### src/rtl/run_ctrl_pkg.sv
// Shared types for the TINYCPU run-control sequencer: state encoding and reset state.
package run_ctrl_pkg;

    typedef enum logic [2:0] {
        HALT  = 3'd0,
        STEP  = 3'd1,
        BURST = 3'd2,
        RUN   = 3'd3,
        BREAK = 3'd4
    } run_state_t;

    localparam run_state_t RUN_STATE_RST = HALT;

endpackage

### src/rtl/run_ctrl_btn_press_det.sv
// One-flop falling-edge detector for an active-low debounced button level.
module btn_press_det (
    input  logic clk,
    input  logic rst_n,
    input  logic btn_n_i,
    output logic press_o
);

    logic lvl_q;

    // Resetting the level to 1 makes a button already held at reset count as a press.
    always_ff @(posedge clk or negedge rst_n) begin
        if (!rst_n) lvl_q <= 1'b1;
        else        lvl_q <= btn_n_i;
    end

    assign press_o = lvl_q & ~btn_n_i;

endmodule

### src/rtl/run_ctrl.sv
// Run-control sequencer driving the core stall line: halt, step, burst, free run.
// Define RUN_CTRL_BP_EN to build the PC breakpoint comparator and BREAK state.
module run_ctrl
    import run_ctrl_pkg::*;
#(
    parameter int unsigned PC_W    = 32,
    parameter int unsigned BURST_W = 8,
    parameter int unsigned CNT_W   = 16
) (
    input  logic               clk,
    input  logic               rst_n,
    input  logic               sw_run,
    input  logic               btn_step_n,
    input  logic               btn_burst_n,
    input  logic [BURST_W-1:0] burst_len,
    input  logic [PC_W-1:0]    pc,
    input  logic [PC_W-1:0]    bp_addr,
    input  logic               bp_valid,
    output logic               stall,
    output logic               halted,
    output logic               bp_hit,
    output logic [CNT_W-1:0]   step_cnt
);

    run_state_t         state_q, state_d;
    logic [BURST_W-1:0] burst_q, burst_d;
    logic [CNT_W-1:0]   cnt_q, cnt_d;
    logic               stall_q, stall_d;
    logic               halted_q, halted_d;
    logic               bp_hit_q, bp_hit_d;
    logic               step_press, burst_press;
    logic               bp_match;

    btn_press_det u_step_det (
        .clk     (clk),
        .rst_n   (rst_n),
        .btn_n_i (btn_step_n),
        .press_o (step_press)
    );

    btn_press_det u_burst_det (
        .clk     (clk),
        .rst_n   (rst_n),
        .btn_n_i (btn_burst_n),
        .press_o (burst_press)
    );

`ifdef RUN_CTRL_BP_EN
    assign bp_match = bp_valid && (pc == bp_addr);
`else
    logic unused_bp;
    assign unused_bp = ^{pc, bp_addr, bp_valid};
    assign bp_match  = 1'b0;
`endif

    always_comb begin
        state_d = state_q;
        burst_d = burst_q;
        case (state_q)
            HALT: begin
                if (step_press) begin
                    state_d = STEP;
                end else if (burst_press && (burst_len != '0)) begin
                    state_d = BURST;
                    burst_d = burst_len;
                end else if (sw_run) begin
                    state_d = RUN;
                end
            end
            STEP:  state_d = HALT;
            BURST: begin
                burst_d = burst_q - 1'b1;
                if (bp_match)                        state_d = BREAK;
                else if (burst_q == BURST_W'(1))     state_d = HALT;
            end
            RUN: begin
                if (bp_match)     state_d = BREAK;
                else if (!sw_run) state_d = HALT;
            end
            BREAK: begin
                if (step_press)   state_d = STEP;
                else if (!sw_run) state_d = HALT;
            end
            default: state_d = HALT;
        endcase

        // Outputs are decoded from the next state so they line up with it after the edge.
        stall_d  = !((state_d == STEP) || (state_d == BURST) || (state_d == RUN));
        halted_d = (state_d == HALT);
`ifdef RUN_CTRL_BP_EN
        bp_hit_d = (state_d == BREAK);
`else
        bp_hit_d = 1'b0;
`endif
        cnt_d = stall_q ? cnt_q : cnt_q + 1'b1;
    end

    always_ff @(posedge clk or negedge rst_n) begin
        if (!rst_n) begin
            state_q  <= RUN_STATE_RST;
            burst_q  <= '0;
            cnt_q    <= '0;
            stall_q  <= 1'b1;
            halted_q <= 1'b1;
            bp_hit_q <= 1'b0;
        end else begin
            state_q  <= state_d;
            burst_q  <= burst_d;
            cnt_q    <= cnt_d;
            stall_q  <= stall_d;
            halted_q <= halted_d;
            bp_hit_q <= bp_hit_d;
        end
    end

    assign stall    = stall_q;
    assign halted   = halted_q;
    assign bp_hit   = bp_hit_q;
    assign step_cnt = cnt_q;

endmodule

### config.mk
export PLATFORM = sky130hd
export DESIGN_NAME = run_ctrl
export DESIGN_NICKNAME = d
export VERILOG_FILES = /design/src/rtl/run_ctrl_pkg.sv /design/src/rtl/run_ctrl_btn_press_det.sv /design/src/rtl/run_ctrl.sv
export SDC_FILE = /design/constraint.sdc
export NUM_CORES = 1
export LEC_CHECK = 0
export ABC_AREA = 0
export CELL_PAD_IN_SITES_DETAIL_PLACEMENT = 1
export CELL_PAD_IN_SITES_GLOBAL_PLACEMENT = 2
export CORE_UTILIZATION = 20
export DETAILED_ROUTE_END_ITERATION = 12
export GPL_TIMING_DRIVEN = 0
export PLACE_DENSITY_LB_ADDON = 0.1
export SYNTH_ARGS = -nofsm -noshare
export SYNTH_HDL_FRONTEND = slang
export SYNTH_SLANG_ARGS = --single-unit
### constraint.sdc
create_clock -name clk -period 2 [get_ports clk]
set_input_delay 0.2 -clock clk [delete_from_list [all_inputs] [get_ports clk]]
set_output_delay 0.2 -clock clk [all_outputs]
set_load 0.005 [all_outputs]
## After elaboration in Yosys (flattened, before gate mapping)

Cells that the tools add are included.

- $add $sub $neg: 2
- Equal/unequal tests: 9
- Multiplexer cells: 10
- Bitwise logic cells: 4
- Reductions and logical operators: 9

Operator list:

| cell | count |
|---|---|
| $mux W3 | 6 |
| $add A16 B1 Y16 const B | 1 |
| $mux W8 | 2 |
| $pmux W8 S2 | 1 |
| $eq A3 B2 Y1 const B | 4 |
| $pmux W3 S4 | 1 |
| $eq A8 B1 Y1 const B | 1 |
| $reduce_bool A8 Y1 | 1 |
| $sub A8 B1 Y8 const B | 1 |
| $logic_not A3 Y1 | 2 |
| $ne A2 B2 Y1 const B | 2 |
| $eq A3 B1 Y1 const B | 1 |
| $eq A3 B3 Y1 const B | 1 |
| $reduce_and A3 Y1 | 1 |
| $and A1 B1 Y1 | 2 |
| $logic_or A1 B1 Y1 | 2 |
| $not A1 Y1 | 2 |
| $reduce_bool A2 Y1 | 1 |
| $logic_and A1 B1 Y1 | 1 |
| $logic_not A1 Y1 | 1 |

- Bits in registers: 31
- Input bits: 78

## Longest topological paths before layout

Gate-level depths: netlist of run 1.

- Depth in word-level cells: 10
- Mapped depth: 5
- Gate-level depth less buffers: 5

## Modules after synthesis

Synthesis of run 1 repeated with hierarchy kept, for this count alone.

- Cell total of the unflattened synthesis: 147
- Area, all modules: 1569.0 µm²

Modules (own cells, without submodules):

| module | times used | cells each | area an instance (µm²) |
|---|---|---|---|
| run_ctrl | 1 | 143 | 1488.9 |
| btn_press_det | 2 | 2 | 40.0 |

## Least setup slack after synthesis of run 1

Ideal clock, no wire load.

- Kind: flip-flop to flip-flop
- Start: register state_q[0]
- End: register burst_q[4]
- Setup time: 126 ps
- Arrival: 1515 ps
- Required time: 1874 ps
- Path slack: 359 ps
- Stages on the path, launching flop included: 6
- Period minus slack after synthesis: 1641 ps
- Cells stage by stage: dfrtp_1 or3b_1 buf_2 nor4b_2 a21oi_1 a221o_1

- Longest elaborated chain between the ends: 3
- Elaborated cells on any way between the ends: 7

Ends and longest elaborated chain:

| item | RTL line | source |
|---|---|---|
| start: declaration | run_ctrl.sv:25 | `run_state_t state_q, state_d;` |
| start signal: assignment | run_ctrl.sv:107 | `state_q <= state_d;` |
| $eq A3 B2 Y1 or $logic_not A3 Y1 (tied branches) | run_ctrl.sv:59 | `case (state_q)` |
| $reduce_bool A2 Y1 (no line) or $ne A2 B2 Y1 (tied branches) | -- |  |
| $reduce_and A3 Y1 (no line) | -- |  |
| end signal: assignment | run_ctrl.sv:108 | `burst_q <= burst_d;` |
| end: declaration | run_ctrl.sv:26 | `logic [BURST_W-1:0] burst_q, burst_d;` |

Several ways; a longest one is shown, not always the timed one.
A chain may end at the register's enable or synchronous reset.

## Worst setup path after layout of run 1

- Start: input burst_len[4]
- End: register burst_q[4]

- Longest elaborated chain between the ends: 4
- Elaborated cells on any way between the ends: 7

Ends and longest elaborated chain:

| item | RTL line | source |
|---|---|---|
| start: declaration | run_ctrl.sv:15 | `input logic [BURST_W-1:0] burst_len,` |
| $reduce_bool A8 Y1 | run_ctrl.sv:63 | `end else if (burst_press && (burst_len != '0)) begin` |
| $logic_and A1 B1 Y1 | run_ctrl.sv:63 |  |
| $ne A2 B2 Y1 (no line) | -- |  |
| $reduce_and A3 Y1 (no line) | -- |  |

Several ways; a longest one is shown, not always the timed one. The select of a mux whose other input is x is not followed.

==> results of run 1 <==
sequential cells by signal, indices dropped and copies added, names as in the netlist:
name	cells
step_cnt	16
halted	1
burst_q	8
u_step_det.lvl_q	1
u_burst_det.lvl_q	1
stall	1
state_q	3
cells by family (layout without fill, tap and decap cells):
kind of cell               count (synthesis)  after routing  synth area share (%)
other                                      1              1                 0.239
muxes                                      1              1                 0.717
adders and majority gates                  3              3                  2.39
DFF                                       31             31                  49.7
xor gates and xnor gates                  16             16                  8.92
AOI/OAI and AO/OA                         27             27                  13.1
buffers and inverters                      8             46                  2.23
and+or+nand+nor                           66             66                  22.8
layout by cell type (no fill, tap or decap), types with 3 or more instances in the layout:
| master | instances |
|---|---|
| ha_1 | 3 |
| nand2_1 | 7 |
| nand2b_1 | 3 |
| nor2_1 | 19 |
| nor3_1 | 5 |
| clkdlybuf4s50_1 | 29 |
| dfrtp_1 | 27 |
| o21ai_0 | 4 |
| clkbuf_8 | 6 |
| nand4_1 | 5 |
| xnor2_1 | 11 |
| xor2_1 | 5 |
| a21oi_1 | 4 |
| dfstp_2 | 4 |
| nand3_1 | 9 |
| inv_1 | 5 |
area by class of cell:
| class | instances | area, sq um |
|---|---|---|
| Fill cell | 869 | 5300 |
| Timing Repair Buffer | 30 | 295 |
| Multi-Input combinational cell | 114 | 778 |
| Clock inverter | 1 | 5.00 |
| Inverter | 5 | 18.8 |
| Tap cell | 99 | 124 |
| Buffer | 3 | 16.3 |
| Clock buffer | 7 | 86.3 |
| Sequential cell | 31 | 781 |
worst paths after layout:
| kind | to | slack [ps] | cells after the start |
|---|---|---|---|
| min | step_cnt[13] | -20 | 1 |
| min reg2reg | step_cnt[15] | 470 | 1 |
| min in group clk | u_burst_det.lvl_q | 340 | 1 |
| max in group asynchronous | burst_q[0] | 1560 | 1 |
| max reg2reg | burst_q[4] | 210 | 5 |
| max | burst_q[4] | 150 | 5 |
synth_stat cells (all sizes together) (2+ instances only):
master | count | area, sq um
a31oi | 2 | 12.5
nor3 | 6 | 35.0
nor2 | 20 | 75.1
nand4b | 2 | 17.5
xnor2 | 11 | 96.3
ha | 3 | 37.5
nor4 | 3 | 18.8
xor2 | 5 | 43.8
nand3 | 9 | 45.0
buf | 2 | 12.5
dfrtp | 27 | 676
nand2 | 7 | 26.3
dfstp | 4 | 105
a211oi | 2 | 20.0
nand2b | 3 | 18.8
inv | 5 | 18.8
or2 | 3 | 21.3
a21oi | 4 | 20.0
o21ai | 4 | 20.0
a221o | 2 | 21.3
nor2b | 2 | 12.5
a211o | 2 | 18.8
nand4 | 5 | 31.3
where the power goes:
| part | switching (uW) | total [uW] | internal (uW) |
|---|---|---|---|
| Clock | 235 | 512 | 277 |
| Combinational | 475 | 1010 | 536 |
| Sequential | 232 | 1070 | 837 |
per-layer routing:
| metal | global-route usage [%] | vias to the layer above |
|---|---|---|
| li1 | - | 629 |
| met5 | 0 | - |
| met3 | 2.95 | 8 |
| met4 | 5.91 | 0 |
| met1 | 13.0 | 617 |
| met2 | 18.1 | 34 |
per-stage QoR:
| step | util [%] | cells |
|---|---|---|
| 4_1_cts | 28.1 | 290 |
| 6_report | 28.4 | 290 |
| 5_1_grt | 28.4 | 290 |
| 3_3_place_gp | 26.9 | 282 |
| 3_5_place_dp | 26.9 | 282 |
| 2_1_floorplan | - | 153 |
==> results by group, run 1 <==
Drt
  • Iter 0 DRT Violations: 26
  • DR pass1 iterations: 4
  • Drt total wl: 4080 um
  • WL/cell: 14.1 um
  • DR WL met3: 183 um
  • Top Layer Used: met4
  • Vias: 1288
  • Vias per cell: 4.44
  • Met2 WL: 1950 um
  • M1 WL: 1870 um
  • DRC: 0
  • Post-route ant nets: 0

Setup path
  • Critical path class: in2reg
  • CP Capture Type: flop
  • Crit-path max FO: 8
  • CP startpoint: burst_len[4]
  • Buf/Inv on CP: 1
  • Worst-path cell chain: clkdlybuf4s50_1 > nor4_2 > a211o_2 > nor2_1 > a221o_1
  • R2R Path Start: state_q[0]
  • Critical path launch point type: input port
  • CP peak stage delay: 550 ps
  • Crit path DAT: 2010 ps
  • Cell family with most CP delay: compound AO/OA/AOI/OAI gates
  • Slowest stage cell, crit path: nor4_2
  • Req. time, crit path: 2170 ps

Min path
  • Hold Crit Class: in2async

Die
  • Die X: 90.6 um
  • Total die area: 8220 sq um
  • Die Y: 90.6 um
  • Core area: 7410 sq um
  • Rows: 31
  • Initial Util: 21.2%
  • Ports: 97

Logic synthesis
  • Mapped Avg Cell Area: 10.3 sq um
  • Synth async-reset ratio: 100%
  • Synth Instances: 153
  • Ys flop type: dfrtp_1
  • Sequential share of the synthesized area: 49.7%
  • Post-Syn Nets: 234
  • Synthesis Warnings: 0
  • Post-synth EDFFs: 0
  • Yosys reg bits: 31
  • Unique cell type count in the Yosys netlist: 49
  • Synthesized area: 1570 sq um

Clocking
  • Inserted Clock Buffers: 5
  • Clock Tree Buf Depth: 2
  • Setup bufs post-CTS: 0
  • Clock slew at reported path FFs: 70 ps
  • Clock sinks: 31
  • Clock root buffer: clkbuf_8
  • Clock latency at the later pin of the worst-skew pair: 280 ps
  • Hold-fix buffers at CTS: 0
  • H-tree levels: 2
  • Post-cts resize count: 0
  • CTS tree: built

STA
  • Fmax: 542 MHz
  • Pins Over Slew Limit: 0
  • Worst slew pin tran: 735 ps
  • Ratio of final minimum period to clock period: 92.3%
  • Post-layout min period: 1850 ps
  • Slew Limit Headroom: 51.0%
  • Total Neg Setup Slack: 0 ps
  • Final setup violation count: 0
  • Endpoints failing hold: 27
  • RSZ-0062 raised after global routing: no
  • Setup ws final: 154 ps
  • Worst hold slack: -23.5 ps
  • Clock skew: 5.66 ps

Global routing
  • Initial antenna violation count: 0
  • Vias in the first global route: 1391
  • First-pass GRT wire length: 6980 um
  • Largest net degree at the start of global routing: 32
  • Overflow after GRT: 0
  • Total GRT Usage: 11.0%

Cells and area
  • Layout cells sized above 1: 14.7%
  • Syn-to-layout area delta: 33.9%
  • Design Area, Final: 2100 sq um
  • Final net count: 271
  • Antenna cell count: 0

Outcome
  • Status: finished, violations left
  • Failing checks: hold timing

Pwr
  • Max IR drop VDD: 0.000344 V
  • Final total power: 2590 uW
  • Leakage: 0.000839 uW
  • PwrDens: 1230 nW/um^2

Place
  • Worst slack at placement: -257 ps
  • Area after DPL: 1990 sq um
  • Number of I/O port buffers: 30
  • Detailed placement HPWL: 3010 um
  • Gpl congestion: 0.743

Run
  • Maxcap violations: 0
Power figures use the tool's default switching activity.
==> run 2, diff against run 1 <==
Settings changed: CAP_MARGIN set to 20, CTS_CLUSTER_SIZE set to 28.
==> results of run 2 <==
No change in the layout: final DEF, timing and power equal those of run 1.
==> run 3, diff against run 2 <==
Settings changed: SLEW_MARGIN set to 15.
==> run 3 against run 2 <==
Against the previous run:
- the flow now finishes without violations
- utilization grew 0.51 points
- register-to-register slack hardly changed
- combinational power is essentially flat
- non-clock buffer count grew 2
- die area stayed put
- sequential power is essentially flat
- setup slack improved by 26 ps
- wire length fell by 2.0%
- total power about the same
- clock power shrank 0.8%
- final area is 1.8% higher
- clock-buffer cell count unchanged
- critical path type unchanged
==> results by group, run 3 (synthesis gave the netlist of run 1 again) <==
Die
  • Core area: 7410 sq um (unchanged)
  • Ports: 97 (unchanged)
  • Total die area: 8220 sq um (unchanged)
  • Rows: 31 (unchanged)
  • Die Y: 90.6 um (unchanged)
  • Die X: 90.6 um (unchanged)
  • Initial Util: 21.2% (unchanged)

Global routing
  • Initial antenna violation count: 0 (unchanged)
  • First-pass GRT wire length: 6980 um (unchanged)
  • Overflow after GRT: 0 (unchanged)
  • Largest net degree at the start of global routing: 20 (was 32)
  • Total GRT Usage: 10.9% (was 11.0%)
  • Vias in the first global route: 1377 (was 1391)

Setup path
  • Crit-path max FO: 8 (unchanged)
  • Buf/Inv on CP: 1 (unchanged)
  • CP peak stage delay: 530 ps (was 550 ps)
  • Slowest stage cell, crit path: nor4_2 (unchanged)
  • Crit path DAT: 1980 ps (was 2010 ps)
  • Cell family with most CP delay: compound AO/OA/AOI/OAI gates (unchanged)
  • Worst-path cell chain: clkdlybuf4s50_1 > nor4_2 > a211o_2 > nor2_1 > a221o_1 (unchanged)
  • Critical path class: in2reg (unchanged)
  • Critical path launch point type: input port (unchanged)
  • CP Capture Type: flop (unchanged)
  • Req. time, crit path: 2160 ps (was 2170 ps)

Drt
  • M1 WL: 1840 um (was 1870 um)
  • Vias per cell: 4.43 (was 4.44)
  • DRC: 0 (unchanged)
  • Post-route ant nets: 0 (unchanged)
  • Top Layer Used: met4 (unchanged)
  • DR WL met3: 172 um (was 183 um)
  • WL/cell: 13.7 um (was 14.1 um)
  • Met2 WL: 1920 um (was 1950 um)
  • Iter 0 DRT Violations: 22 (was 26)
  • Vias: 1294 (was 1288)
  • Drt total wl: 4000 um (was 4080 um)
  • DR pass1 iterations: 4 (unchanged)

Cells and area
  • Fillers: 858 (was 869)
  • Most frequent cells in the layout: 29 x clkdlybuf4s50_1, 27 x dfrtp_1, 19 x nor2_1, 11 x xnor2_1, 9 x nand3_1 (unchanged)
  • Commonest non-fill, non-tap cell in the layout: clkdlybuf4s50_1 (unchanged)
  • Syn-to-layout area delta: 36.3% (was 33.9%)
  • Layout cells sized above 1: 15.0% (was 14.7%)
  • Final net count: 273 (was 271)
  • Antenna cell count: 0 (unchanged)
  • Max reg flops: 16 (unchanged)
  • Final Non-Filler Cells: 292 (was 290)
  • Final Util: 28.9% (was 28.4%)

STA
  • Endpoints failing hold: 0 (was 27)
  • Ratio of final minimum period to clock period: 91.0% (was 92.3%)
  • Fmax: 549 MHz (was 542 MHz)
  • Clock skew: 2.25 ps (was 5.66 ps)
  • Worst slew pin tran: 659 ps (was 735 ps)
  • Post-layout min period: 1820 ps (was 1850 ps)
  • Final setup violation count: 0 (unchanged)
  • RSZ-0062 raised after global routing: no (unchanged)
  • Slew Limit Headroom: 55.7% (was 51.0%)
  • Pins Over Slew Limit: 0 (unchanged)

Pwr
  • PwrDens: 1210 nW/um^2 (was 1230 nW/um^2)
  • Max IR drop VDD: 0.000293 V (was 0.000344 V)
  • Leakage: 0.000856 uW (was 0.000839 uW)
  • Final total power: 2590 uW (about the same)

Outcome
  • Status: completed (was finished, violations left)

Place
  • Post-Place Cells: 283 (was 282)
  • Detailed placement HPWL: 3080 um (was 3010 um)
  • Gpl congestion: 0.743 (unchanged)
  • Number of I/O port buffers: 30 (unchanged)

Clocking
  • Clock root buffer: clkbuf_8 (unchanged)
  • Clock latency at the later pin of the worst-skew pair: 280 ps (about the same)
  • Clock sinks: 31 (unchanged)
  • H-tree levels: 2 (unchanged)
  • Inserted Clock Buffers: 5 (unchanged)
  • Clock Tree Buf Depth: 2 (unchanged)
  • Clock slew at reported path FFs: 60 ps (was 70 ps)
  • CTS tree: built (unchanged)

Run
  • Maxcap violations: 0 (unchanged)

Min path
  • Hold Crit Class: in2reg (was in2async)
## run 3: cell types whose count changed in the layout (fill, tap and decap cells not counted)
| cell | before | now |
|---|---|---|
| buf_16 | 0 | 1 |
| dlygate4sd3_1 | 0 | 1 |
## run 3: metal layers
| layer | up-vias | GRT usage (%) |
|---|---|---|
| li1 | 631 | - |
| met1 | 627 | 13.6 |
| met2 | 29 | 17.6 |
| met3 | 7 | 2.86 |
| met4 | 0 | 4.57 |
| met5 | - | 0 |
## run 3: path summary, 6_finish.rpt
kind,startpoint,end,slack [ps],cells after the start
worst min-delay path,btn_burst_n,u_burst_det.lvl_q,340,1
min in group asynchronous,rst_n,step_cnt[0],380,2
max in group asynchronous,rst_n,burst_q[7],1200,3
worst max-delay path,burst_len[4],burst_q[4],180,5
worst max register to register,state_q[1],burst_q[4],210,4
worst min register to register,step_cnt[15],step_cnt[15],470,1
## run 3: repair_timing
item,in CTS,in global routing
hold endpoints to repair,8,0
gates resized for setup,0,4
setup buffers,0,0
endpoints found under the setup margin,0,3
hold buffers,1,0
## run 3: metrics by stage
step                setup TNS, ps  setup slack (ps)  instance area [sq um]  hold WS (ps)
detailed placement          -1570              -263                   2020           139
global route                    0              75.1                   2140           347
CTS                             0              19.8                   2120           336
global placement            -2600              -236                   2000           462
finish                          0               179                   2140           343
floorplan                       0               359                   1570         -95.6
## run 3: cell type report
type / count / area [sq um] / area share, %
flip-flops and latches: 31 / 781 / 36.4
multi-input cells: 114 / 778 / 36.3
repair buffers: 32 / 333 / 15.5
well taps: 99 / 124 / 5.78
clock buffers: 7 / 86.3 / 4.03
inverters: 5 / 18.8 / 0.876
plain buffers: 3 / 16.3 / 0.759
clock inverters: 1 / 5.00 / 0.234
## run 3: report_power, final
group	internal, uW	switching [uW]	total, uW
registers	838	229	1070
logic	543	476	1020
clock network	277	231	508
==> RTL change (config.mk and constraints of run 2) <==
Add a define of `RUN_CTRL_BP_EN`.
--- a/src/rtl/run_ctrl.sv
+++ b/src/rtl/run_ctrl.sv
@@ -1,5 +1,7 @@
 // Run-control sequencer driving the core stall line: halt, step, burst, free run.
 // Define RUN_CTRL_BP_EN to build the PC breakpoint comparator and BREAK state.
+`define RUN_CTRL_BP_EN
+
 module run_ctrl
     import run_ctrl_pkg::*;
 #(
Behaviour: not the same (Yosys sat finds a counterexample within 4 cycles, from zero or initial values and one cycle with rst_n low).
==> RTL change against run 2 <==
- the flow still finishes with violations (negative hold slack)
- worst setup slack worse by 0.054 ns
- utilization rose by 5.6 points
- sequential share of layout area shrank 12 points
- largest power group is now combinational cells
- sequential power about the same
- wire length grew 45%
- critical endpoint is now burst_q[7]$_DFFE_PN0P_
- global-route usage is 1.7 points higher
- power rose by 16%
- critical path type is now reg2reg
- sequential cell count grew 1
- synthesized area grew 25%
- cell area rose by 51%
- clock skew about the same
==> RTL change: results (changes against run 2) <==
| Metric | Value |
|---|---|
| Worst hold slack | `-0.01531 ns (was -0.02353 ns)` |
| Post-synth top cells | `xor2_1 (37), dfrtp_1 (28), a21oi_1 (14) (was dfrtp_1 (27), nor2_1 (20), xnor2_1 (11))` |
| Worst Skew | `0.005880 ns (was 0.005661 ns)` |
| GRT met3 Usage | `2.843% (was 2.946%)` |
| Finished Layout Cells | `433 (was 290)` |
| Adder-cell share of the synthesized area | `1.918% (was 2.389%)` |
| Synth area leaders | `dfrtp_1 (36%), xor2_1 (17%), dfstp_2 (5.4%), xnor2_1 (4.5%), a21oi_1 (3.6%) (was dfrtp_1 (43%), dfstp_2 (6.7%), xnor2_1 (6.1%), nor2_1 (4.8%), nand3_1 (2.9%))` |
| Met1 usage | `15.07% (was 12.97%)` |
| Sequential share of the synthesized area | `41.18% (was 49.68%)` |
| Failing checks | `negative hold slack (unchanged)` |
| Crit path DAT | `2.11 ns (was 2.01 ns)` |
| Fillers | `1,115 (was 869)` |
| Peak supply drop | `353.7 uV (was 343.9 uV)` |
| Fin. Hold Viols | `28 (was 27)` |
| Via count | `1,857 (was 1,288)` |
| GRT Resource Usage Total | `12.67% (was 11.00%)` |
| Area share of xor/xnor cells in the synthesized design | `21.04% (was 8.917%)` |
| Pleak | `0.001315 uW (was 0.0008393 uW)` |
| Count of cell types in the netlist | `42 (was 49)` |
| Placer Congestion | `0.7482 (was 0.7427)` |
| Global-route wire length before repair | `9.860 mm (was 6.982 mm)` |
| Synth Area in Compound Gates | `13.30% (was 13.06%)` |
| Critical-path maximum fanout | `4 (was 8)` |
| Status | `complete, but fails checks (unchanged)` |
| Slew @ Worst Pin | `0.7607 ns (was 0.7348 ns)` |
| Wire per inst | `13.66 um (was 14.08 um)` |
| Port bufs | `96 (was 30)` |
| Sw Share | `35.37% (was 36.32%)` |
| Layout cells sized above 1 | `7.237% (was 14.66%)` |
| Hpwl dp | `4.900 mm (was 3.008 mm)` |
==> RTL change: final timing paths <==
path | from | to | slack (ns) | depth (start not counted)
setup reg to reg | burst_q[2]$_DFFE_PN0P_ | burst_q[7]$_DFFE_PN0P_ | 0.1 | 5
hold / removal | rst_n | step_cnt[5]$_DFFE_PN0N_ | -0.02 | 1
min in group clk | btn_burst_n | u_burst_det.lvl_q$_DFF_PN1_ | 0.35 | 1
setup / recovery | burst_q[2]$_DFFE_PN0P_ | burst_q[7]$_DFFE_PN0P_ | 0.1 | 5
max in group asynchronous | rst_n | state_q[2]$_DFF_PN0_ | 1.53 | 1
hold reg to reg | step_cnt[15]$_DFFE_PN0N_ | step_cnt[15]$_DFFE_PN0N_ | 0.48 | 1
==> RTL change: what timing repair did <==
action	in CTS	in global routing
hold buffers	0	0
gates resized for setup	1	0
endpoints found under the setup margin	5	0
==> RTL change: per-stage QoR <==
step,area (um2),utilization (%),hold slack (ns)
after floorplan,1957,-,-0.09559
after detailed placement,3074,32.80,0.3313
after global placement,3079,32.86,0.4633
final,3187,34.01,-0.01531
after global routing,3187,34.01,0.03559
after CTS,3187,34.01,0.01572
==> RTL change: cells by family (layout without fill, tap and decap cells) <==
group / count (synthesis) / in the layout
XOR/XNOR: 47 / 47
AND/OR/NAND/NOR: 65 / 65
buffers and inverters: 12 / 116
AO/OA/AOI/OAI: 39 / 39
multiplexers: 2 / 2
adder cells (fa/ha/maj): 3 / 3
flip-flops: 32 / 32
==> RTL change: final cells by class <==
cell class,count,area [um2],share of cell area (%)
well taps,129,161.4,5.065
repair buffers,96,955.9,30.00
clock inverters,2,35.03,1.099
clock buffers,6,72.57,2.277
inverters,8,30.03,0.9423
flip-flops and latches,32,805.8,25.28
plain buffers,4,33.78,1.060
multi-input cells,156,1092,34.28
==> RTL change: power groups by stage <==
stage | Clock, uW | Sequential (uW) | Combinational [uW]
after floorplan | 0 | 1040 | 783
after global placement | 0 | 1080 | 1320
after global routing | 682 | 1110 | 1500
after CTS | 654 | 1070 | 1340
final | 617 | 1070 | 1320
after detailed placement | 0 | 1080 | 1330
==> RTL change: critical path: stages, from the launching register on <==
cell and delay, ns:
dfrtp_1 0.41, or3_4 0.41, or3_4 0.34, or3_1 0.35, a21boi_1 0.17, a2bb2oi_1 0.15
==> RTL change: per-layer routing <==
metal / up-vias / routed length [um] / share of wire [%]
li1: 912 / - / -
met1: 890 / 2527 / 43
met2: 47 / 3060 / 52
met3: 8 / 244 / 4.1
met4: 0 / 82 / 1.4
met5: - / 0 / 0
